--- config.mk ---
export PLATFORM = sky130hd
export DESIGN_NAME = wb_protocol_monitor
export DESIGN_NICKNAME = d
export VERILOG_FILES = /design/src/rtl/wb_mon_pkg.sv /design/src/rtl/wb_mon_timer.sv /design/src/rtl/wb_protocol_monitor.sv
export SDC_FILE = /design/constraint.sdc
export NUM_CORES = 1
export LEC_CHECK = 0
export ABC_AREA = 0
export CAP_MARGIN = 40
export CORE_ASPECT_RATIO = 0.5
export CORE_UTILIZATION = 50
export DETAILED_ROUTE_END_ITERATION = 12
export GPL_TIMING_DRIVEN = 0
export HOLD_SLACK_MARGIN = 0.02
export PLACE_DENSITY = 0.8
export SYNTH_ARGS = -nofsm -noshare
export SYNTH_HDL_FRONTEND = slang
export SYNTH_HIERARCHICAL = 1
export SYNTH_SLANG_ARGS = --single-unit
export TNS_END_PERCENT = 100
--- constraint.sdc ---
create_clock -name i_clk -period 7.9 [get_ports i_clk]
set_input_delay 2.37 -clock i_clk [delete_from_list [all_inputs] [get_ports i_clk]]
set_output_delay 2.37 -clock i_clk [all_outputs]
set_load 0.02 [all_outputs]
--- src/rtl/wb_mon_pkg.sv ---
// Shared constants and helpers for the Wishbone B4 pipelined protocol monitor.
// Rule indices double as bit positions in o_violation and as o_first codes.
package wb_mon_pkg;

    localparam int unsigned VIOL_W             = 12;
    localparam int unsigned VIOL_STB_NO_CYC    = 0;
    localparam int unsigned VIOL_REQ_CHANGED   = 1;
    localparam int unsigned VIOL_OPEN_NO_STB   = 2;
    localparam int unsigned VIOL_WR_NO_SEL     = 3;
    localparam int unsigned VIOL_IDLE_CYC      = 4;
    localparam int unsigned VIOL_DISCONT_STB   = 5;
    localparam int unsigned VIOL_CYC_AFTER_ERR = 6;
    localparam int unsigned VIOL_SPURIOUS_ACK  = 7;
    localparam int unsigned VIOL_ACK_AND_ERR   = 8;
    localparam int unsigned VIOL_STALL_TIMEOUT = 9;
    localparam int unsigned VIOL_ACK_TIMEOUT   = 10;
    localparam int unsigned VIOL_OVERFLOW      = 11;

    typedef logic [3:0] first_t;

    // Lowest set rule index; scanning downwards lets the lowest index win.
    function automatic first_t lowest_viol(input logic [VIOL_W-1:0] v);
        first_t idx = '0;
        for (int i = int'(VIOL_W) - 1; i >= 0; i--) begin
            if (v[i]) idx = first_t'(i);
        end
        return idx;
    endfunction

endpackage

--- src/rtl/wb_mon_timer.sv ---
// Consecutive-event counter: expires once the event has held for LIMIT+1 cycles in a row,
// counting the current cycle, and saturates there so a persisting event never wraps.
module wb_mon_timer #(
    parameter int unsigned LIMIT = 4,
    parameter int unsigned WIDTH = 3
) (
    input  logic i_clk,
    input  logic i_reset,
    input  logic i_event,
    output logic o_expired,
    output logic o_rose
);

    localparam logic [WIDTH-1:0] Sat = WIDTH'(LIMIT + 1);
    localparam logic [WIDTH-1:0] Lim = WIDTH'(LIMIT);

    logic [WIDTH-1:0] cnt_q, cnt_d;
    logic             expired_q;

    always_comb begin
        cnt_d = '0;
        if (i_event) begin
            cnt_d = (cnt_q == Sat) ? Sat : cnt_q + 1'b1;
        end
        o_expired = cnt_d > Lim;
        o_rose    = o_expired && !expired_q;
    end

    always_ff @(posedge i_clk) begin
        if (i_reset) begin
            cnt_q     <= '0;
            expired_q <= 1'b0;
        end else begin
            cnt_q     <= cnt_d;
            expired_q <= o_expired;
        end
    end

endmodule

--- src/rtl/wb_protocol_monitor.sv ---
// Passive Wishbone B4 pipelined-bus monitor: counts requests/acks, latches sticky per-rule
// violation flags plus the first rule broken, and pulses o_abort when a timeout begins.
module wb_protocol_monitor
    import wb_mon_pkg::*;
#(
    parameter int unsigned AW                = 32,
    parameter int unsigned DW                = 32,
    parameter int unsigned LGDEPTH           = 4,
    parameter int unsigned MAX_STALL         = 4,
    parameter int unsigned MAX_ACK_DELAY     = 10,
    parameter bit          OPT_RMW           = 1'b0,
    parameter bit          OPT_DISCONTINUOUS = 1'b0,
    parameter bit          OPT_ABORT         = 1'b1
) (
    input  logic                i_clk,
    input  logic                i_reset,
    input  logic                i_wb_cyc,
    input  logic                i_wb_stb,
    input  logic                i_wb_we,
    input  logic [AW-1:0]       i_wb_addr,
    input  logic [DW-1:0]       i_wb_data,
    input  logic [DW/8-1:0]     i_wb_sel,
    input  logic                i_wb_ack,
    input  logic                i_wb_stall,
    input  logic                i_wb_err,
    input  logic                i_clear,
    output logic [LGDEPTH-1:0]  o_nreqs,
    output logic [LGDEPTH-1:0]  o_nacks,
    output logic [LGDEPTH-1:0]  o_outstanding,
    output logic [VIOL_W-1:0]   o_violation,
    output first_t              o_first,
    output logic                o_first_valid,
    output logic                o_abort
);

    localparam int unsigned ReqW = 1 + AW + DW + DW / 8;

    logic               past_valid_q, prev_cyc_q, prev_stb_q, prev_stall_q, prev_err_q;
    logic [ReqW-1:0]    req, prev_req_q;
    logic [LGDEPTH-1:0] nreqs_q, nreqs_d, nacks_q, nacks_d, outstanding;
    logic               accept, ack_any;
    logic               stall_expired, stall_rose, ack_expired, ack_rose;
    logic [VIOL_W-1:0]  viol, flags_q, flags_d;
    first_t             first_q, first_d;
    logic               first_valid_q, first_valid_d;

    assign req         = {i_wb_we, i_wb_addr, i_wb_data, i_wb_sel};
    assign accept      = i_wb_cyc && i_wb_stb && !i_wb_stall;
    assign ack_any     = i_wb_cyc && (i_wb_ack || i_wb_err);
    assign outstanding = i_wb_cyc ? (nreqs_q - nacks_q) : '0;

    always_comb begin
        nreqs_d = '0;
        nacks_d = '0;
        if (i_wb_cyc) begin
            nreqs_d = nreqs_q + {{(LGDEPTH-1){1'b0}}, accept};
            nacks_d = nacks_q + {{(LGDEPTH-1){1'b0}}, ack_any};
        end
    end

    generate
        if (MAX_STALL != 0) begin : g_stall_timer
            wb_mon_timer #(
                .LIMIT (MAX_STALL),
                .WIDTH ($clog2(MAX_STALL + 2))
            ) u_stall_timer (
                .i_clk     (i_clk),
                .i_reset   (i_reset),
                .i_event   (i_wb_stb && i_wb_stall),
                .o_expired (stall_expired),
                .o_rose    (stall_rose)
            );
        end else begin : g_no_stall_timer
            assign stall_expired = 1'b0;
            assign stall_rose    = 1'b0;
        end

        if (MAX_ACK_DELAY != 0) begin : g_ack_timer
            wb_mon_timer #(
                .LIMIT (MAX_ACK_DELAY),
                .WIDTH ($clog2(MAX_ACK_DELAY + 2))
            ) u_ack_timer (
                .i_clk     (i_clk),
                .i_reset   (i_reset),
                .i_event   (i_wb_cyc && !i_wb_stb && !i_wb_ack && !i_wb_err
                            && (outstanding != '0)),
                .o_expired (ack_expired),
                .o_rose    (ack_rose)
            );
        end else begin : g_no_ack_timer
            assign ack_expired = 1'b0;
            assign ack_rose    = 1'b0;
        end
    endgenerate

    // Rules on prior-cycle state are gated by past_valid_q so nothing fires just after reset.
    always_comb begin
        viol = '0;
        if (!i_reset) begin
            viol[VIOL_STB_NO_CYC]    = i_wb_stb && !i_wb_cyc;
            viol[VIOL_REQ_CHANGED]   = past_valid_q && prev_stb_q && prev_stall_q && i_wb_cyc
                                       && (!i_wb_stb || (req != prev_req_q));
            viol[VIOL_OPEN_NO_STB]   = past_valid_q && !prev_cyc_q && i_wb_cyc && !i_wb_stb;
            viol[VIOL_WR_NO_SEL]     = i_wb_stb && i_wb_we && (i_wb_sel == '0);
            viol[VIOL_IDLE_CYC]      = !OPT_RMW && i_wb_cyc && !i_wb_stb && (outstanding == '0);
            viol[VIOL_DISCONT_STB]   = !OPT_DISCONTINUOUS && past_valid_q && prev_cyc_q
                                       && !prev_stb_q && i_wb_stb;
            viol[VIOL_CYC_AFTER_ERR] = past_valid_q && prev_cyc_q && prev_err_q && i_wb_cyc;
            viol[VIOL_SPURIOUS_ACK]  = ((i_wb_ack || i_wb_err) && past_valid_q && !prev_cyc_q)
                                       || (i_wb_ack && (outstanding == '0));
            viol[VIOL_ACK_AND_ERR]   = i_wb_ack && i_wb_err;
            viol[VIOL_STALL_TIMEOUT] = stall_expired;
            viol[VIOL_ACK_TIMEOUT]   = ack_expired;
            viol[VIOL_OVERFLOW]      = accept && !i_wb_ack && !i_wb_err
                                       && (outstanding == {LGDEPTH{1'b1}});
        end
    end

    // A clear and a fresh violation in the same cycle: the fresh one re-latches.
    always_comb begin
        flags_d       = i_clear ? '0 : flags_q;
        first_d       = i_clear ? '0 : first_q;
        first_valid_d = i_clear ? 1'b0 : first_valid_q;
        flags_d       = flags_d | viol;
        if ((viol != '0) && !first_valid_d) begin
            first_d       = lowest_viol(viol);
            first_valid_d = 1'b1;
        end
    end

    always_ff @(posedge i_clk) begin
        if (i_reset) begin
            past_valid_q  <= 1'b0;
            prev_cyc_q    <= 1'b0;
            prev_stb_q    <= 1'b0;
            prev_stall_q  <= 1'b0;
            prev_err_q    <= 1'b0;
            prev_req_q    <= '0;
            nreqs_q       <= '0;
            nacks_q       <= '0;
            flags_q       <= '0;
            first_q       <= '0;
            first_valid_q <= 1'b0;
        end else begin
            past_valid_q  <= 1'b1;
            prev_cyc_q    <= i_wb_cyc;
            prev_stb_q    <= i_wb_stb;
            prev_stall_q  <= i_wb_stall;
            prev_err_q    <= i_wb_err;
            prev_req_q    <= req;
            nreqs_q       <= nreqs_d;
            nacks_q       <= nacks_d;
            flags_q       <= flags_d;
            first_q       <= first_d;
            first_valid_q <= first_valid_d;
        end
    end

    assign o_nreqs       = nreqs_q;
    assign o_nacks       = nacks_q;
    assign o_outstanding = outstanding;
    assign o_violation   = flags_q;
    assign o_first       = first_q;
    assign o_first_valid = first_valid_q;
    assign o_abort       = OPT_ABORT && !i_reset && i_wb_cyc && (stall_rose || ack_rose);

endmodule

# [Yosys cells after proc, flatten, opt, wreduce, memory -nomap -nowiden]
# Cells that the tools add are included.
# W data, S select, Z words.
[totals] regBits=108 latch_bits=0 ram_bits=0 romBits=0 input_bits=77 output_inout_bits=30 elab_cells=109 memories=0
[op_classes] n_addsub=5 multipliers=0 div_mod_pow=0 n_lt_le_gt_ge=2 eq_ne=4 shifts=0 n_mux=24 bitwise_logic=2 n_reduce_logical=57
[ops] operator="$ne A69 B69 Y1" count=1
[ops] operator="$mux W4" count=17
[ops] operator="$logic_and A1 B1 Y1" count=36
[ops] operator="$mux W12" count=2
[ops] operator="$or A12 B12 Y12" count=1
[ops] operator="$reduce_bool A12 Y1" count=1
[ops] operator="$logic_not A1 Y1" count=11
[ops] operator="$add A4 B1 Y4" count=2
[ops] operator="$eq A4 B4 Y1 const B" count=2
[ops] operator="$logic_not A4 Y1" count=2
[ops] operator="$mux W3" count=2
[ops] operator="$add A4 B1 Y4 const B" count=1
[ops] operator="$gt A4 B4 Y1 const B" count=1
[ops] operator="$logic_or A1 B1 Y1" count=4
[ops] operator="$reduce_bool A4 Y1" count=1
[ops] operator="$sub A4 B4 Y4" count=1
[ops] operator="$add A3 B1 Y3 const B" count=1
[ops] operator="$eq A3 B3 Y1 const B" count=1
[ops] operator="$gt A3 B3 Y1 const B" count=1
[ops] operator="$mux W1" count=3
[ops] operator="$reduce_bool A2 Y1" count=1
[ops] operator="$reduce_or A2 Y1" count=1
[ops] operator="$not A1 Y1" count=1

# [Logic depth before layout (Yosys ltp)]
# Gate-level depths: netlist of the first run.
[depth] ltp_word=21 mapped_depth=14 ltp_nobuf=14

# [Modules after synthesis]
# Netlist of the first run, hierarchy kept.
[by_module_without_submodules] mod="wb_protocol_monitor" n_inst=1 cells_per_inst=443 area_per_inst_um2=4144.0 seq_area_each_um2=1981.9
[by_module_without_submodules] mod="wb_mon_timer at g_ack_timer.u_ack_timer" n_inst=1 cells_per_inst=25 area_per_inst_um2=259.0 seq_area_each_um2=100.1
[by_module_without_submodules] mod="wb_mon_timer at g_stall_timer.u_stall_timer" n_inst=1 cells_per_inst=17 area_per_inst_um2=167.7 seq_area_each_um2=80.1

# [Worst setup path before layout of the first run]
# No wires, ideal clock.
[synth_timing] path_kind="in2out" from="in i_wb_cyc" to="out o_abort" t_arrival_ns=3.473 t_required_ns=5.530 setup_slack_ns=2.057 path_stages=7 n_path_buf=1 cell_sequence="buf_2 nor2b_1 o211a_1 o31ai_4 nor3_2 nor2_1 nor2_1"
[synth_via] elab_chain_cells=9 word_cells_on_any_way=12 classes_between="order compare: 1; mux: 2; reduce/logical: 9"
[synth_lines] item="from (decl)" line_no="wb_protocol_monitor.sv:17" rtl="input logic i_wb_cyc,"
[synth_lines] item="branches (longest 3 deep; another with $mux W4)"
[synth_lines] item="$logic_and A1 B1 Y1 *" line_no="wb_protocol_monitor.sv:86" rtl="&& (outstanding != '0)),"
[synth_lines] item="$mux W4 *" line_no="wb_mon_timer.sv:22" rtl="if (i_event) begin"
[synth_lines] item="$gt A4 B4 Y1 *" line_no="wb_mon_timer.sv:25" rtl="o_expired = cnt_d > Lim;"
[synth_lines] item="$logic_and A1 B1 Y1 *" line_no="wb_mon_timer.sv:26" rtl="o_rose = o_expired && !expired_q;"
[synth_lines] item="named net ack_rose" line_no="wb_protocol_monitor.sv:42" rtl="logic stall_expired, stall_rose, ack_expired, ack_rose;"
[synth_lines] item="$logic_or A1 B1 Y1 *" line_no="wb_protocol_monitor.sv:165" rtl="assign o_abort = OPT_ABORT && !i_reset && i_wb_cyc && (stall_rose || ack_rose);"
[synth_lines] item="$logic_and A1 B1 Y1 *" line_no="wb_protocol_monitor.sv:165"
[synth_lines] item="to (decl)" line_no="wb_protocol_monitor.sv:33" rtl="output logic o_abort"
# Mark *: on every way through the listed nets, which the timed path passes.

# [Worst setup path in the final report of the first run]
# Ends and elaborated chain as after synthesis.

==> results of run 1 <==
[power by group]
group          total [mW]  internal [mW]  switching, mW
clock               0.408          0.213          0.195
sequential          0.581          0.569         0.0121
combinational       0.153         0.0837         0.0694
total                1.14          0.866          0.277
[logic make-up after synthesis]
family          Yosys count  synth area share [%]
fa+ha+maj                 9                  2.63
simple gates            198                  24.6
xor+xnor                 48                  9.36
flops                   108                  47.3
mux                       1                 0.219
compound gates           69                  11.4
buf+inv                  52                  4.49
[cells in the mapped netlist, types with 3 or more instances]
cell type and number:
nand3_1 8, a21o_1 4, nand2b_1 10, a41oi_1 3, nand2_1 21, nor4_1 12, o21ai_0 4, a21oi_1 15
ha_1 8, dfxtp_1 108, clkbuf_1 9, xnor2_1 25, o2bb2ai_1 6, nand4_1 9, xor2_1 22, a22o_1 3
and3_1 4, inv_1 38, nor2b_1 69, nor3_1 4, nor2_1 35, o22ai_1 11, and2_1 9
[state kept, by name (all words and copies together) (netlist names), 3 cells and up]
register / cells
o_violation: 12
o_nacks: 4
g_stall_timer.u_stall_timer/cnt_q: 3
prev_req_q: 69
o_first: 4
o_nreqs: 4
g_ack_timer.u_ack_timer/cnt_q: 4
[metrics by stage]
step	utilization [%]	instance area (um^2)	hold WS [ns]
after global placement	65.7	5780	0.431
after detailed placement	65.7	5780	0.441
final	68.7	6040	0.447
after CTS	68.7	6040	0.451
after floorplan	-	4570	0.450
after global routing	68.7	6040	0.468
[worst paths after layout]
kind | from | end | slack, ns | depth (start not counted)
hold reg to reg | o_violation[0] | o_violation[0] | 0.45 | 2
setup / recovery | i_wb_cyc | o_abort | 0.95 | 9
setup reg to reg | o_nacks[0] | o_first[1] | 4.83 | 13
hold / removal | o_violation[0] | o_violation[0] | 0.45 | 2
[layout by cell type, fill, tap and decap left out, types with 6 or more instances in the layout]
cell type	synthesis	final
o22ai_1	11	11
dfxtp_1	108	108
xnor2_1	25	25
nor4_1	12	12
a21oi_1	15	15
nand2_1	21	21
ha_1	8	8
o2bb2ai_1	6	6
clkbuf_16	0	9
nor2_1	35	35
inv_1	38	38
nand2b_1	10	10
nand3_1	8	8
clkdlybuf4s50_1	0	106
nor2b_1	69	69
clkbuf_1	9	9
and2_1	9	9
xor2_1	22	22
nand4_1	9	9
[metal layers]
layer,global-route usage (%),share of wire (%),vias up,wire (um)
met5,0,0,-,0
met4,5.37,0.86,0,89
met3,4.68,5.1,13,520
met2,38.7,48,94,4930
met1,29.3,46,1747,4750
li1,-,-,1865,-
[worst register-to-register path: stages (launching register included)]
cell,delay [ns]
dfxtp_1,0.38
ha_1,0.19
inv_1,0.05
fa_1,0.39
xor2_1,0.26
or3b_1,0.19
o211a_1,0.24
o31ai_4,0.10
nor2_1,0.23
nor2b_1,0.17
o22ai_1,0.09
a311oi_1,0.33
o21bai_1,0.12
a311oi_2,0.24
[layout make-up]
class	instances	area [um^2]	area share, %
Clock inverter	6	41.3	0.683
Multi-Input combinational cell	325	2200	36.5
Buffer	12	55.1	0.911
Inverter	40	150	2.48
Clock buffer	9	225	3.73
Tap cell	117	146	2.42
Timing Repair Buffer	106	1060	17.6
Sequential cell	108	2160	35.8
==> out/metrics.csv, run 1 <==
stage;metric;value;unit
placed_design;pre_cts_slack;0.976;ns
logic_synthesis;synth_top_area_share;47.3;%
clock_tree;numCtsBuffers;9;
sta;fmax;144;MHz
clock_tree;clock_latency;0.34;ns
logic_synthesis;synth_edf_count;0;
power_and_ir_drop;powerDensity;189;nW/um^2
critical_path;startpoint_type;primary input;
clock_tree;cts_tree;yes;
sta;clock_skew;0.00715;ns
grt;grt_usage;22.7;%
route;drt_pass1_iterations;4;
grt;overflow;0;
clock_tree;h-tree-depth;3;
critical_path;crit_buf_inv;3;
logic_synthesis;yosys.cell_types.count;59;
clock_tree;cts_root_buf;clkbuf_16;
critical_path;crit_path_end_kind;output pin;
floorplanning;io-pin-count;107;
sta;slew_headroom;54.4;%
min_path;hold_path.class;register to register;
grt;antenna_found_initial;0;
route;drc;0;
grt;grt_pass1_wl;16.7;mm
sta;hold_viol_final;0;
clock_tree;clk_pin_slew_worst_paths;0.06;ns
power_and_ir_drop;p_leak;2.41;nW
clock_tree;postCtsSetupBuffers;0;
cells_and_area;area_delta_synth_final;32.2;%
route;drt_iter0_markers;222;
critical_path;cp_slowest_cell;clkdlybuf4s50_1;
critical_path;slowest_delay;0.62;ns
sta;fin_crit_sh;88.0;%
logic_synthesis;syn_nets;571;
logic_synthesis;ys.warnings.count;6;
logic_synthesis;netlist_area;4570;um^2
clock_tree;cts_sinks;108;
floorplanning;core-area;8800;um^2
sta;setup_viol;0;
logic_synthesis;avgSynthCellArea;9.42;um^2
critical_path;required;5.53;ns
critical_path;crit_type;primary input to output pin;
power_and_ir_drop;p_total;1.14;mW
critical_path;crit_path_cell_trace;clkdlybuf4s50_1 -> buf_2 -> nor2b_1 -> o211a_1 -> o31ai_4 -> nor3_2 -> nor2_1 -> nor2_1 -> clkdlybuf4s50_1;
critical_path;cp_top_family;buffers and inverters;
floorplanning;die_height;69.6;um
floorplanning;initial_core_util;51.9;%
cells_and_area;layout.nets;688;
clock_tree;clock_path_buffers;2;
status;status;finished, final reports clean;
route;avgRoutedWirePerCell;14.2;um
placed_design;port_buffers;106;
floorplanning;num_rows;24;
logic_synthesis;synth_top_cell_by_area;dfxtp_1;
critical_path;crit_path_max_fanout;10;
cells_and_area;diodes;0;
sta;setup_tns;0;ns
floorplanning;die-width;137;um
route;drtAntennaViolNets;0;
flow_run;cap_violations;0;
route;via_count;3719;
cells_and_area;drive_gt1_share;5.61;%
logic_synthesis;synth_cells;485;
clock_tree;cts-resized-gates;0;
grt;grt_max_degree;18;
sta;worstMarginPinSlew;0.684;ns
sta;rsz0062_at_grt;no;
floorplanning;die_area;9550;um^2
cells_and_area;stdcell_count;723;
sta;fin_crit;6.95;ns
logic_synthesis;synth_seq_cells;108;
placed_design;place_congestion;0.815;
cells_and_area;nFillCells;704;
placed_design;hpwl;7.71;mm
route;routed_via_density;5.14;
logic_synthesis;ys_seq_area_share;47.3;%
sta;setup_ws;0.948;ns
sta;timing.final.max_slew_violations;0;
logic_synthesis;synthTopCellsByArea;dfxtp_1, nor2b_1, xnor2_1, xor2_1, inv_1;
logic_synthesis;synth_ff_type;dfxtp_1;
placed_design;dp.cells;708;
grt;grt_pass1_vias;3669;
critical_path;critPathArrivalTime;4.58;ns
logic_synthesis;synthArstFlopShare;0;%
clock_tree;cts_hold_buf;0;
power_and_ir_drop;max-vdd-ir-drop;0.147;mV
route;routed_wl;10.3;mm
Power figures use the tool's default switching activity.
==> run 2: changes to the inputs <==
--- a/config.mk
+++ b/config.mk
@@ -10,9 +10,11 @@
 export CORE_ASPECT_RATIO = 0.5
 export CORE_UTILIZATION = 50
 export DETAILED_ROUTE_END_ITERATION = 12
+export GPL_ROUTABILITY_DRIVEN = 0
 export GPL_TIMING_DRIVEN = 0
 export HOLD_SLACK_MARGIN = 0.02
 export PLACE_DENSITY = 0.8
+export SKIP_LAST_GASP = 1
 export SYNTH_ARGS = -nofsm -noshare
 export SYNTH_HDL_FRONTEND = slang
 export SYNTH_HIERARCHICAL = 1
==> constraint.sdc (replaced) <==
create_clock -name i_clk -period 6.85 [get_ports i_clk]
set_input_delay 2.055 -clock i_clk [delete_from_list [all_inputs] [get_ports i_clk]]
set_output_delay 2.055 -clock i_clk [all_outputs]
set_load 0.02 [all_outputs]
==> results of run 2 <==
Same layout as run 1 (identical final DEF). Status: finished, final reports clean.
Among the figures that moved: setup slack after placement 0.976 ns -> 0.556 ns; setup slack after layout 0.948 ns -> 0.528 ns; register-to-register setup slack 4.83 ns -> 3.78 ns; total power 1.14 mW -> 1.32 mW; worst IR drop on VDD 0.147 mV -> 0.169 mV
==> run 3: changes to the inputs <==
--- a/config.mk
+++ b/config.mk
@@ -10,10 +10,11 @@
 export CORE_ASPECT_RATIO = 0.5
 export CORE_UTILIZATION = 50
 export DETAILED_ROUTE_END_ITERATION = 12
+export DONT_BUFFER_PORTS = 1
 export GPL_ROUTABILITY_DRIVEN = 0
 export GPL_TIMING_DRIVEN = 0
 export HOLD_SLACK_MARGIN = 0.02
-export PLACE_DENSITY = 0.8
+export MAX_ROUTING_LAYER = met4
 export SKIP_LAST_GASP = 1
 export SYNTH_ARGS = -nofsm -noshare
 export SYNTH_HDL_FRONTEND = slang
==> run 3 against run 2 <==
Effect of this change:
- first-iteration DRC count is 38% lower
- clock-buffer cell count stayed put
- sequential share of layout area is 7.0 points higher
- die area stayed put
- cell area is 16% lower
- sequential power is 1% higher
- combinational power is 40% lower
- worst setup slack better by 0.92 ns
- via count is 12% lower
- utilization is 11 points lower
- critical endpoint unchanged
- critical path depth is 2 lower
==> out/metrics.csv, run 3 (same netlist as run 1, synthesis figures left out) <==
stage;metric;value;unit
status;status;finished, final reports clean;
floorplanning;initial_core_util;51.9;%
clock_tree;cts-resized-gates;0;
grt;grt_usage;22.3;%
cells_and_area;nFillCells;845;
route;drc;0;
floorplanning;io-pin-count;107;
clock_tree;cts_tree;yes;
sta;setup_tns;0;ns
route;drt_pass1_iterations;4;
clock_tree;clock_latency;0.34;ns
sta;fmax;185;MHz
clock_tree;h-tree-depth;3;
floorplanning;die_height;69.6;um
clock_tree;clock_path_buffers;2;
cells_and_area;area_delta_synth_final;10.6;%
placed_design;port_buffers;0;
grt;grt_max_degree;18;
power_and_ir_drop;max-vdd-ir-drop;0.154;mV
route;routed_wl;9.85;mm
clock_tree;numCtsBuffers;9;
sta;setup_viol;0;
critical_path;slowest_delay;0.30;ns
floorplanning;die_area;9550;um^2
grt;overflow;0;
cells_and_area;layout_commonest_cell;dfxtp_1;
critical_path;crit_path_cell_trace;buf_2 -> nor2b_1 -> o211a_1 -> o31ai_4 -> nor3_2 -> nor2_1 -> nor2_1;
cells_and_area;drive_gt1_share;6.99;%
sta;clock_skew;0.00834;ns
power_and_ir_drop;comb_power_share;7.7;%
cells_and_area;final_cell_mix;dfxtp_1, nor2b_1, inv_1;
route;via_count;3283;
floorplanning;num_rows;24;
critical_path;crit_path_max_fanout;10;
power_and_ir_drop;clock_power_share;42.6;%
power_and_ir_drop;seq_power_share;49.7;%
critical_path;required;4.80;ns
grt;antenna_found_initial;0;
cells_and_area;largest_reg_flops;69;
min_path;hold_path.class;register to register;
cells_and_area;stdcell_count;618;
critical_path;crit_type;primary input to output pin;
power_and_ir_drop;intPower;1.06;mW
placed_design;hpwl;7.42;mm
sta;worstMarginPinSlew;0.745;ns
clock_tree;clk_pin_slew_worst_paths;0.07;ns
route;drt_iter0_markers;137;
clock_tree;cts_sinks;108;
sta;hold_viol_final;0;
power_and_ir_drop;p_switching;0.297;mW
clock_tree;postCtsSetupBuffers;0;
power_and_ir_drop;p_total;1.36;mW
cells_and_area;max_flop_register;prev_req_q;
critical_path;crit_top_cell;nor2_1;
route;drtAntennaViolNets;0;
power_and_ir_drop;netSwitchingFraction;21.8;%
critical_path;cp_slowest_cell;nor2_1;
critical_path;rrSetupSlack;3.70;ns
floorplanning;die-width;137;um
floorplanning;core-area;8800;um^2
critical_path;crit_path_end_kind;output pin;
grt;grt_pass1_vias;3104;
power_and_ir_drop;powerDensity;269;nW/um^2
critical_path;startpoint_type;primary input;
cells_and_area;layout.nets;582;
grt;grt_pass1_wl;15.6;mm
sta;slew_headroom;49.8;%
sta;fin_crit;5.40;ns
cells_and_area;diodes;0;
clock_tree;cts_root_buf;clkbuf_16;
power_and_ir_drop;p_leak;2.04;nW
sta;rsz0062_at_grt;no;
sta;timing.final.max_slew_violations;0;
placed_design;dp.cells;602;
flow_run;cap_violations;0;
sta;fin_crit_sh;78.9;%
route;routed_via_density;5.31;
critical_path;critPathArrivalTime;3.35;ns
route;avgRoutedWirePerCell;15.9;um
clock_tree;cts_hold_buf;0;
-- run 3: changes by cell type in the layout (fill, tap and decap cells not counted) --
cell             previous run  this run
clkinv_4                    2         0
bufinv_16                   0         3
clkdlybuf4s50_1           106         0
-- run 3: cell type report --
cell class | instances | area, um^2 | share of cell area, %
Multi-Input combinational cell | 325 | 2200 | 43.6
Sequential cell | 108 | 2160 | 42.8
Clock buffer | 9 | 225 | 4.45
Inverter | 40 | 150 | 2.97
Tap cell | 117 | 146 | 2.90
Clock inverter | 7 | 114 | 2.25
Buffer | 12 | 55.1 | 1.09
-- run 3: path summary, 6_finish.rpt --
check | from | to | cells after the start
worst max-delay path | i_wb_cyc | o_abort | 7
worst min-delay path | g_ack_timer.u_ack_timer/cnt_q[3] | g_ack_timer.u_ack_timer/cnt_q[0] | 2
worst max register to register | o_nacks[2] | o_first[1] | 13
worst min register to register | g_ack_timer.u_ack_timer/cnt_q[3] | g_ack_timer.u_ack_timer/cnt_q[0] | 2
-- run 3: worst max-delay path: cells and delay by family --
kind,cells,cell delay [ns]
compound gates,2,0.39
simple gates,4,0.74
buf+inv,1,0.15
-- run 3: per-stage QoR --
stage,hold WS [ns],area [um^2],util [%],setup WS (ns)
2_1_floorplan,0.450,4570,-,1.64
3_3_place_gp,0.470,4720,53.6,1.46
3_5_place_dp,0.472,4720,53.6,1.46
4_1_cts,0.482,5060,57.5,1.45
5_1_grt,0.511,5060,57.5,1.35
6_report,0.478,5060,57.5,1.45
-- run 3: power by group through the flow --
stage	Clock (mW)	Sequential, mW	Combinational, mW
6_report	0.579	0.677	0.105
5_1_grt	0.618	0.680	0.118
4_1_cts	0.594	0.677	0.106
3_5_place_dp	0	0.692	0.105
3_3_place_gp	0	0.691	0.104
2_1_floorplan	0	0.688	0.0841
-- run 3: metal layers --
layer  GRT usage (%)  up-vias  part of all wire [%]
li1                -     1652                     -
met1            28.0     1530                    46
met2            34.8       93                    45
met3            7.38        8                   7.7
met4            4.76        0                  0.68
met5               -        -                     0
